## config.mk

```make
export PLATFORM = sky130hd
export DESIGN_NAME = button_pattern_player
export DESIGN_NICKNAME = d
export VERILOG_FILES = /design/src/rtl/button_pattern_player.sv
export SDC_FILE = /design/constraint.sdc
export NUM_CORES = 1
export LEC_CHECK = 0
export CORE_UTILIZATION = 50
export DETAILED_ROUTE_END_ITERATION = 12
export GPL_TIMING_DRIVEN = 0
export PLACE_DENSITY = 0.85
export REMOVE_ABC_BUFFERS = 1
export SETUP_SLACK_MARGIN = 0.15
export SYNTH_ARGS = -nofsm -noshare
export SYNTH_HDL_FRONTEND = slang
export SYNTH_SLANG_ARGS = --single-unit
```

## constraint.sdc

```tcl
create_clock -name sysclock -period 1.9 [get_ports sysclock]
set_input_delay 0.38 -clock sysclock [delete_from_list [all_inputs] [get_ports sysclock]]
set_output_delay 0.38 -clock sysclock [all_outputs]
set_load 0.02 [all_outputs]
```

## src/rtl/button_pattern_player.sv

```systemverilog
// Replays a stored HIGH/LOW symbol sequence on two raw button lines with a start/busy/done handshake.
// Optional contact-bounce emulation at the start of each press: define PATTERN_PLAYER_BOUNCE_EN.
module button_pattern_player #(
  parameter int PATTERN_LEN   = 8,
  parameter int PRESS_CYCLES  = 65536,
  parameter int GAP_CYCLES    = 65536,
  parameter int BOUNCE_CYCLES = 8
) (
  input  logic                               sysclock,
  input  logic                               reset,
  input  logic                               start,
  input  logic [PATTERN_LEN-1:0]             pattern,
  input  logic [$clog2(PATTERN_LEN+1)-1:0]   length,
  output logic [1:0]                         press,
  output logic                               busy,
  output logic                               done
);

  // state | meaning
  // IDLE  | waiting for start, outputs quiet
  // PRESS | driving the line selected by the current symbol
  // GAP   | both lines released between presses
  // DONE  | one-cycle done pulse, busy still high

  localparam int LW    = $clog2(PATTERN_LEN+1);
  localparam int MAXC  = (PRESS_CYCLES > GAP_CYCLES) ? PRESS_CYCLES : GAP_CYCLES;
  localparam int CW    = (MAXC > 1) ? $clog2(MAXC) : 1;
  localparam logic [CW-1:0] P_LOAD = CW'(PRESS_CYCLES - 1);
  localparam logic [CW-1:0] G_LOAD = CW'(GAP_CYCLES - 1);

  typedef enum logic [1:0] {IDLE, PRESS, GAP, DONE} state_t;

  state_t                 state, state_nxt;
  logic [CW-1:0]          cnt;
  logic [LW-1:0]          idx, len_q, len_clamped;
  logic [PATTERN_LEN-1:0] pat_q, pat_shift;
  logic                   last_sym, sym, act;

  assign len_clamped = (length > LW'(PATTERN_LEN)) ? LW'(PATTERN_LEN) : length;
  assign last_sym    = ((idx + LW'(1)) == len_q);
  assign pat_shift   = pat_q >> idx;
  assign sym         = pat_shift[0];

  always_ff @(posedge sysclock) begin
    if (reset) begin
      state <= IDLE;
      cnt   <= '0;
      idx   <= '0;
      len_q <= '0;
      pat_q <= '0;
    end else begin
      state <= state_nxt;
      if (state == IDLE && start) begin
        pat_q <= pattern;
        len_q <= len_clamped;
        idx   <= '0;
      end
      if (state == GAP && cnt == '0 && !last_sym)
        idx <= idx + LW'(1);
      // duration counter reloads on every state entry so phases never share a count
      if (state_nxt != state) begin
        case (state_nxt)
          PRESS:   cnt <= P_LOAD;
          GAP:     cnt <= G_LOAD;
          default: cnt <= '0;
        endcase
      end else if (cnt != '0) begin
        cnt <= cnt - CW'(1);
      end
    end
  end

  always_comb begin
    state_nxt = state;
    case (state)
      IDLE:  if (start) state_nxt = (len_clamped == '0) ? DONE : PRESS;
      PRESS: if (cnt == '0) state_nxt = GAP;
      GAP:   if (cnt == '0) state_nxt = last_sym ? DONE : PRESS;
      DONE:  state_nxt = IDLE;
      default: state_nxt = IDLE;
    endcase
  end

`ifdef PATTERN_PLAYER_BOUNCE_EN
  logic [CW-1:0] elapsed;
  assign elapsed = P_LOAD - cnt;
  // bounce toggles 1,0,1,... from the first press cycle, then settles high
  assign act = (elapsed < CW'(BOUNCE_CYCLES)) ? ~elapsed[0] : 1'b1;
`else
  localparam int bounce_unused = BOUNCE_CYCLES;
  assign act = 1'b1;
`endif

  always_comb begin
    press = 2'b00;
    busy  = 1'b0;
    done  = 1'b0;
    case (state)
      PRESS: begin
        busy  = 1'b1;
        press = sym ? {act, 1'b0} : {1'b0, act};
      end
      GAP:  busy = 1'b1;
      DONE: begin
        busy = 1'b1;
        done = 1'b1;
      end
      default: ;
    endcase
  end

endmodule

```

==> metrics.json <==
{
  "synth": {
    "synth.yosys.seq_area_share_pct": 37.0,
    "number_of_synthesized_flops_with_an_enable_pin": 0,
    "synth_top_area_share_pct": 37.0,
    "postSynth.topFlopCell": "dfxtp_1",
    "post_syn_instances": 222,
    "synth_top_cells_by_area": "dfxtp_1 (37%), a21oi_1 (6.8%), nand2_1 (6.3%)",
    "synth_most_common_cell": "dfxtp_1",
    "syn-mean-instance-area_um2": 8.28,
    "synth-seq-cells": 34,
    "async_flop_share_pct": 0,
    "ys.warnings.count": 0,
    "netlist_cell_types": 47,
    "netlist_area_um2": 1840,
    "synth_area_leader_cell": "dfxtp_1",
    "synth_common_cells": "dfxtp_1 (34), nand2_1 (31), a21oi_1 (25)"
  },
  "cells_and_area": {
    "layout.area.seq_um2": 706,
    "nFillCells": 231,
    "fin_nets": 265,
    "fin_area_um2": 2380,
    "antenna_diode_count": 0,
    "multiInputGateArea_um2": 1220,
    "area_growth_syn_to_layout_pct": 29.3,
    "final_layout_size_suffix_gt1_share_pct": 28.1
  },
  "pwr": {
    "power_switching_w": 0.000848,
    "clockPowerShare_pct": 19.3,
    "internal-power_w": 0.00144,
    "p_per_area_nw_per_um2": 961,
    "seq_power_share_pct": 42.2,
    "p_leak_nw": 0.886,
    "share_of_power_burned_in_combinational_logic_pct": 38.5,
    "switching_fraction_of_total_power_pct": 37.1,
    "peakVddDrop_mv": 0.443
  },
  "timing": {
    "worst_pin_slew_ns": 0.954,
    "post-route-min-period_ns": 2.12,
    "timing.final.setup_violations": 22,
    "rsz_0062_raised_after_global_routing": "yes",
    "whs_ns": 0.467,
    "relative_slew_slack_pct": 36.2,
    "final-hold-violation-count": 0,
    "drv_slew": 0,
    "finalClockSkew_ns": 0.0157,
    "final.setup.tns_ns": -3.96,
    "timing.fmax_mhz": 471,
    "timing.final.crit_share_pct": 112,
    "timing.final.ws_setup_ns": -0.223
  },
  "route": {
    "route.vias.total": 1798,
    "dr.pass1.iters": 4,
    "drtIter0Drc": 187,
    "viasPerCell": 6.09,
    "drt-total-wl_um": 4630,
    "wl_per_cell_um": 15.7,
    "post-route-drc-count": 0,
    "postRouteAntennaNets": 0
  },
  "placement": {
    "port_buffers": 18,
    "gp_routability_congestion": 0.778,
    "area_after_dpl_um2": 2010,
    "post-dp-hpwl_um": 2560,
    "dp_slack_ns": -0.763
  },
  "worst_hold_path": {
    "min-delay-path-class": "reg2reg"
  },
  "worst_setup_path": {
    "critical_path.endpoint": "cnt[12]",
    "worst_setup_path_start_kind": "flop",
    "crit_slowest_cell": "dfxtp_2",
    "worst_setup_path_startpoint": "cnt[1]",
    "timing.setup.critical_path_class": "reg2reg",
    "timing.critical_path.cells": "inv_2 > ha_4 > nor4b_4 > nand4_1 > buf_4 > buf_4 > a21boi_2 > o21ai_0 > a21boi_0",
    "regToRegStartpoint": "cnt[1]",
    "critPathTopFamily": "compound AO/OA/AOI/OAI gates",
    "critPathArrivalTime_ns": 2.35,
    "crit-reg2reg-capture": "cnt[12]",
    "timing.critical_path.mode_cell": "buf_4",
    "worst_setup_path_end_kind": "flop",
    "critical_path_buf_inv_count": 3,
    "worst-path-max-fanout": 7,
    "slack_of_the_worst_reg_to_reg_path_ns": -0.22,
    "reg2regPathDepth": 9,
    "worst-endpoint-required_ns": 2.13,
    "critical_path.max_stage_delay_ns": 0.36,
    "timing.critical_path.depth": 9
  },
  "die": {
    "die_outline_area_um2": 3920,
    "io_pins": 19,
    "starting_density_of_the_core_pct": 53.8,
    "die_width_um": 62.6,
    "die_height_um": 62.6,
    "coreArea_um2": 3420,
    "placementRows": 21
  },
  "cts": {
    "cts_hold_repair.buffers": 0,
    "cts.root.buffer_cell": "clkbuf_4",
    "clk-insertion-delay-late_ns": 0.35,
    "clkSlewWorstSetupHoldPaths_ns": 0.12,
    "ctsHtreeMaxLevel": 2,
    "tritoncts": "done",
    "clock-sinks": 34,
    "cts-buffers-inserted": 5,
    "cts_max_path_buffers": 2
  },
  "outcome": {
    "failed_checks": "negative setup slack",
    "outcome": "finished with violations"
  },
  "grt": {
    "maximum_number_of_pins_on_one_net_before_global_route_repair": 22,
    "antenna_found_initial": 0,
    "grt_pass1_vias": 1637,
    "grt_pass1_wl_um": 7720,
    "groute.usage.overall_pct": 24.9,
    "gr-total-overflow": 0
  },
  "job": {
    "cap_violations": 0
  }
}
==> final cells by class <==
type / instances / area share [%]
inverter: 5 / 0.895
tap: 46 / 2.42
clock buffer: 6 / 2.16
clock inverter: 2 / 0.526
multi-input combinational: 169 / 51.2
timing repair buffer: 33 / 13.2
sequential: 34 / 29.7
==> through the flow <==
stage / total power [W] / utilization [%] / std cells
global route: 0.00241 / 69.6 / 295
CTS: 0.00218 / 67.8 / 291
floorplan: 0.00143 / - / 208
global placement: 0.00159 / 59.0 / 272
finish: 0.00228 / 69.6 / 295
detailed placement: 0.00161 / 59.0 / 272
==> worst min-delay path, cell delays in order, from the launching register on <==
cell	delay [ns]
dfxtp_1	0.33
nand2_1	0.05
a21oi_1	0.05
==> power groups by stage <==
stage / sequential, W / combinational (W) / clock (W)
CTS: 0.000949 / 0.000793 / 0.000438
floorplan: 0.000916 / 0.000514 / 0
global route: 0.000977 / 0.000967 / 0.000470
finish: 0.000963 / 0.000880 / 0.000441
global placement: 0.000941 / 0.000646 / 0
detailed placement: 0.000945 / 0.000663 / 0
==> cells by family after synthesis <==
logic type | share of synthesized area, %
muxes | 3.06
AOI/OAI and AO/OA | 22.1
xor gates and xnor gates | 7.49
adders and majority gates | 1.36
DFF | 37.0
buffers and inverters | 4.36
and+or+nand+nor | 24.6
==> placed cells by master, fill, tap and decap left out, types with 3 or more instances in the layout <==
cell	count
nand2_1	30
dfxtp_1	24
a21oi_1	22
clkdlybuf4s50_1	14
o21a_1	12
buf_4	12
nor2_1	10
xnor2_1	9
nand3_1	6
o21ai_0	6
clkbuf_4	5
dfxtp_4	5
dfxtp_2	5
nand2b_1	4
xor2_1	4
buf_6	4
inv_1	3
a21oi_2	3
nor3_1	3
nor4_1	3
or3_1	3
a22oi_1	3
or4_4	3
nand3b_1	3
==> sequential cells by signal, indices dropped and copies added (netlist names) <==
name and count:
cnt 16, idx 4, len_q 4, pat_q 8, state 2
==> routing by layer <==
metal	GRT usage, %	up-vias	share of wire (%)
met5	0	-	0
met3	5.47	11	8.7
met1	32.1	856	42
li1	-	844	-
met2	40.8	87	47
met4	8.43	0	1.9
==> worst min-delay path by stage <==
| stage | from | end | slack [ns] | cells after the start |
|---|---|---|---|---|
| after CTS | pat_q[7] | pat_q[7] | 0.46 | 2 |
| after floorplan | len_q[2] | len_q[2] | 0.43 | 2 |
| after global routing | pat_q[6] | pat_q[6] | 0.49 | 2 |
| after global placement | pat_q[7] | pat_q[7] | 0.44 | 2 |
| after detailed placement | pat_q[7] | pat_q[7] | 0.45 | 2 |
| final | pat_q[5] | pat_q[5] | 0.47 | 2 |
==> what timing repair did <==
action / CTS / global route
gates cloned: 0 / 0
endpoints found under the setup margin: 26 / 36
hold endpoints to repair: 0 / 0
pin swaps: 25 / 7
resized for setup: 54 / 9
buffers inserted: 11 / 4
(Power assumes the default switching activity.)
==> RTL change 1, RTL diff (same flow settings) <==
The option `PATTERN_PLAYER_BOUNCE_EN` is turned on by a define.
--- a/src/rtl/button_pattern_player.sv
+++ b/src/rtl/button_pattern_player.sv
@@ -1,5 +1,7 @@
 // Replays a stored HIGH/LOW symbol sequence on two raw button lines with a start/busy/done handshake.
 // Optional contact-bounce emulation at the start of each press: define PATTERN_PLAYER_BOUNCE_EN.
+`define PATTERN_PLAYER_BOUNCE_EN
+
 module button_pattern_player #(
   parameter int PATTERN_LEN   = 8,
   parameter int PRESS_CYCLES  = 65536,
Check against the original RTL: not equivalent (a bounded check fails within 4 cycles, from zero or initial values and one cycle with reset high).
==> RTL change 1 against the unedited design <==
The flow still finishes with violations (setup timing). Design area increased by 20%. Final cell count increased by 7.8%. Die area increased by 6.0%. Core utilization increased by 7.0 points. Power increased by 35%. Sequential share of layout area decreased by 4.8 points. Wire length increased by 36%. Via count increased by 13%. Setup slack improved by 0.0096 ns. Synthesized area increased by 6.2%. Sequential cell count unchanged. Count of clock-buffer cells in the layout decreased by 1. Largest cell class unchanged. Largest power group is now combinational cells.
==> RTL change 1: results <==
set metrics [dict create \
    routed_wl_mm 6.30 \
    nNetsFinal 286 \
    drt_iter0_drc 154 \
    tightest_slew_ns 0.925 \
    setup_viol 22 \
    viasPerCell 6.36 \
    p_sw_uw 1130 \
    layout-drive-gt1-share_pct 37.8 \
    status "finished with violations" \
    routed-wl-met3_um 395 \
    clk_latency_ns 0.30 \
    grt_pass1_vias 1920 \
    critical_path.max_stage_delay_ns 0.50 \
    cpMaxStageDelayCell "a2111o_1" \
    finalWorstSetupSlack_ns -0.214 \
    gr-usage-all-layers_pct 29.4 \
    dp_slack_ns -0.846 \
    cts-root-buf "clkbuf_8" \
    grt_pass1_wl_mm 9.23 \
    ir_worst_vdd_mv 1.05 \
    synthDistinctLibCells 52 \
    yosysSeqAreaShare_pct 34.9 \
    path_clk_slew_ns 0.08 \
    failed_checks "setup timing" \
    synth_area_leaders "dfxtp_1, a21oi_1, nand2_1" \
]
==> RTL change 1: cell types whose count changed after synthesis, moves of 3 or more <==
cell and change:
or3_1 +3, nor2_1 -5, clkbuf_1 -5, or2_2 -3
nand4_1 +3
==> RTL change 1: power by group through the flow <==
| stage | logic [uW] | clock network [uW] | registers (uW) |
|---|---|---|---|
| global placement | 764 | 0 | 964 |
| detailed placement | 783 | 0 | 968 |
| finish | 1250 | 817 | 1030 |
| floorplan | 609 | 0 | 936 |
| global route | 1320 | 870 | 1030 |
| CTS | 1010 | 817 | 989 |
==> RTL change 1: layout make-up <==
cell class	instances	area, um2
repair buffers	46	449
flip-flops and latches	34	709
fillers	221	870
clock inverters	3	68.8
inverters	5	18.8
multi-input cells	177	1470
clock buffers	5	68.8
well taps	48	60.1
==> RTL change 1: kinds of logic after synthesis <==
family / count (synthesis) / synth area share, %
fa+ha+maj: 2 / 1.28
xor+xnor: 16 / 7.95
flops: 34 / 34.9
compound gates: 66 / 23.4
buf+inv: 18 / 4.29
simple gates: 88 / 24.9
mux: 4 / 3.33
==> RTL change 1: path summary, 6_finish.rpt <==
path                            slack (ns)  depth (start not counted)                   from                     to
worst max-delay path                 -0.21                          9    idx[0]$_SDFFE_PP0P_    cnt[8]$_SDFFE_PP0P_
worst max register to register       -0.21                          9    idx[0]$_SDFFE_PP0P_    cnt[8]$_SDFFE_PP0P_
worst min-delay path                  0.46                          2  pat_q[6]$_SDFFE_PP0P_  pat_q[6]$_SDFFE_PP0P_
worst min register to register        0.46                          2  pat_q[6]$_SDFFE_PP0P_  pat_q[6]$_SDFFE_PP0P_
==> RTL change 1: routing by layer <==
metal,vias up,global-route usage (%)
met5,-,0
met3,25,7.22
met2,111,52.1
met4,0,11.1
li1,913,-
met1,975,33.8
==> RTL change 2, RTL diff (config.mk and constraints unchanged) <==
Without the edit above. The 4 states of `state_t` get a one-hot encoding in 4 bits.
--- a/src/rtl/button_pattern_player.sv
+++ b/src/rtl/button_pattern_player.sv
@@ -28,7 +28,7 @@
   localparam logic [CW-1:0] P_LOAD = CW'(PRESS_CYCLES - 1);
   localparam logic [CW-1:0] G_LOAD = CW'(GAP_CYCLES - 1);
 
-  typedef enum logic [1:0] {IDLE, PRESS, GAP, DONE} state_t;
+  typedef enum logic [3:0] {IDLE = 4'b0001, PRESS = 4'b0010, GAP = 4'b0100, DONE = 4'b1000} state_t;
 
   state_t                 state, state_nxt;
   logic [CW-1:0]          cnt;
Function: no difference found for any inputs over 10 cycles, from zero or initial values and one cycle with reset high; not proved beyond that.
==> RTL change 2 against the unedited design <==
The run still ends with setup timing left. Sequential cell count is 2 higher. Setup slack worse by 0.11 ns. Wire length is 70% higher. Core utilization is 8.8 points higher. Design area is 33% higher. Non-clock buffer count is 21 higher. Power is 21% higher. Synthesized area is 16% higher.
==> RTL change 2: results <==
set metrics [dict create \
    status "finished with violations" \
    failed_checks "setup timing" \
    hold_ws_ns 0.458 \
    dp_slack_ns -0.633 \
    grt_max_degree 35 \
    worstHoldEndpoint "pat_q[3]$_SDFFE_PP0P_" \
    critical_path.max_stage_delay_ns 0.51 \
    synthDominantCellAreaShare_pct 33.9 \
    synth_area_leaders "dfxtp_1, nand2_1, a21oi_1" \
    drt_iter0_drc 354 \
    synthDistinctLibCells 50 \
    ir_worst_vdd_mv 0.621 \
    first_pass_iters 5 \
    finalWorstSetupSlack_ns -0.334 \
    reg2reg_slack_ns -0.20 \
    r2r-start "idx[0]$_SDFFE_PP0P_" \
    crit_family "multiplexers" \
    clock_skew_ns 0.0157 \
    leakagePower_uw 0.00115 \
    nNetsFinal 314 \
    cp_max_fo 3 \
    viasPerCell 6.91 \
    cts-root-buf "clkbuf_8" \
    place.gp.congestion 0.825 \
    grt_pass1_wl_mm 9.87 \
    worst_r2r_endpoint "cnt[1]$_SDFFE_PP0P_" \
    clk_latency_ns 0.31 \
    gr-usage-all-layers_pct 29.7 \
    synth_common_cells "nand2_1, dfxtp_1, a21oi_1, xnor2_1" \
    path_clk_slew_ns 0.09 \
    layout-drive-gt1-share_pct 44.6 \
    routed_wl_mm 7.89 \
    dp_hpwl_mm 3.19 \
    arrival_ns 1.85 \
    postPlaceCellArea_um2 2310 \
    cpMaxStageDelayCell "mux4_2" \
    hold_path_class "reg2reg" \
    setup_viol 24 \
]
## RTL change 2: cell types whose count changed in the layout (fill, tap and decap cells not counted), moves of 4 or more
cell / before / now
nor4_4: 0 / 4
buf_6: 4 / 9
nand2_4: 0 / 4
buf_4: 12 / 27
nand2_1: 30 / 42
o21a_1: 12 / 0
a21oi_2: 3 / 8
a221oi_2: 0 / 10
o21ai_0: 6 / 0
clkbuf_8: 1 / 5
clkbuf_4: 5 / 0
xnor2_1: 9 / 13
## RTL change 2: what timing repair did
| action | in CTS | in global routing |
|---|---|---|
| cloned | 1 | 1 |
| gates resized for setup | 69 | 49 |
| pin swaps | 15 | 28 |
| endpoints found under the setup margin | 34 | 32 |
| buffers inserted | 17 | 17 |
## RTL change 2: final cells by class
cell class	instances	area, um2
inverters	5	18.8
clock inverters	3	42.5
repair buffers	54	518
well taps	50	62.6
fillers	222	870
flip-flops and latches	36	748
clock buffers	5	68.8
multi-input cells	195	1700
## RTL change 2: worst min-delay path, stage by stage (launching register included)
cell and delay [ns]:
dfxtp_1 0.31, nand2_1 0.05, a21oi_1 0.05
## RTL change 2: worst max path at each step
stage,cells past startpoint,start,end
after global placement,6,start,cnt[14]$_SDFFE_PP0P_
after floorplan,7,cnt[0]$_SDFFE_PP0P_,cnt[10]$_SDFFE_PP0P_
after CTS,5,idx[0]$_SDFFE_PP0P_,press[1]
after detailed placement,4,reset,cnt[14]$_SDFFE_PP0P_
final,5,idx[0]$_SDFFE_PP0P_,press[0]
after global routing,5,idx[0]$_SDFFE_PP0P_,press[0]
## RTL change 2: stage by stage
| stage | instances | total power [uW] | setup TNS (ns) |
|---|---|---|---|
| after floorplan | 235 | 1410 | -4.09 |
| after global placement | 303 | 1540 | -15.10 |
| after detailed placement | 304 | 1570 | -11.91 |
| after CTS | 330 | 2400 | -0.381 |
| after global routing | 348 | 2850 | -8.08 |
| final | 348 | 2770 | -4.16 |
## RTL change 2: layer usage
metal	track usage, %	up-vias	share of wire [%]
li1	-	1001	-
met1	37.0	1139	37
met2	49.1	204	47
met3	4.90	59	9.6
met4	15.2	0	5.6
met5	0	-	0
## RTL change 2: where the power goes
part           internal, uW  switching, uW
clock                   389            318
sequential              821            101
combinational           499            642
total                  1710           1060
## RTL change 2: cell families after synthesis
kind of cell | Yosys count | synth area share, %
XOR/XNOR | 20 | 8.95
flip-flops | 36 | 33.9
AO/OA/AOI/OAI | 59 | 19.8
adder cells (fa/ha/maj) | 2 | 1.18
buffers and inverters | 17 | 4.30
AND/OR/NAND/NOR | 109 | 28.8
multiplexers | 4 | 3.06
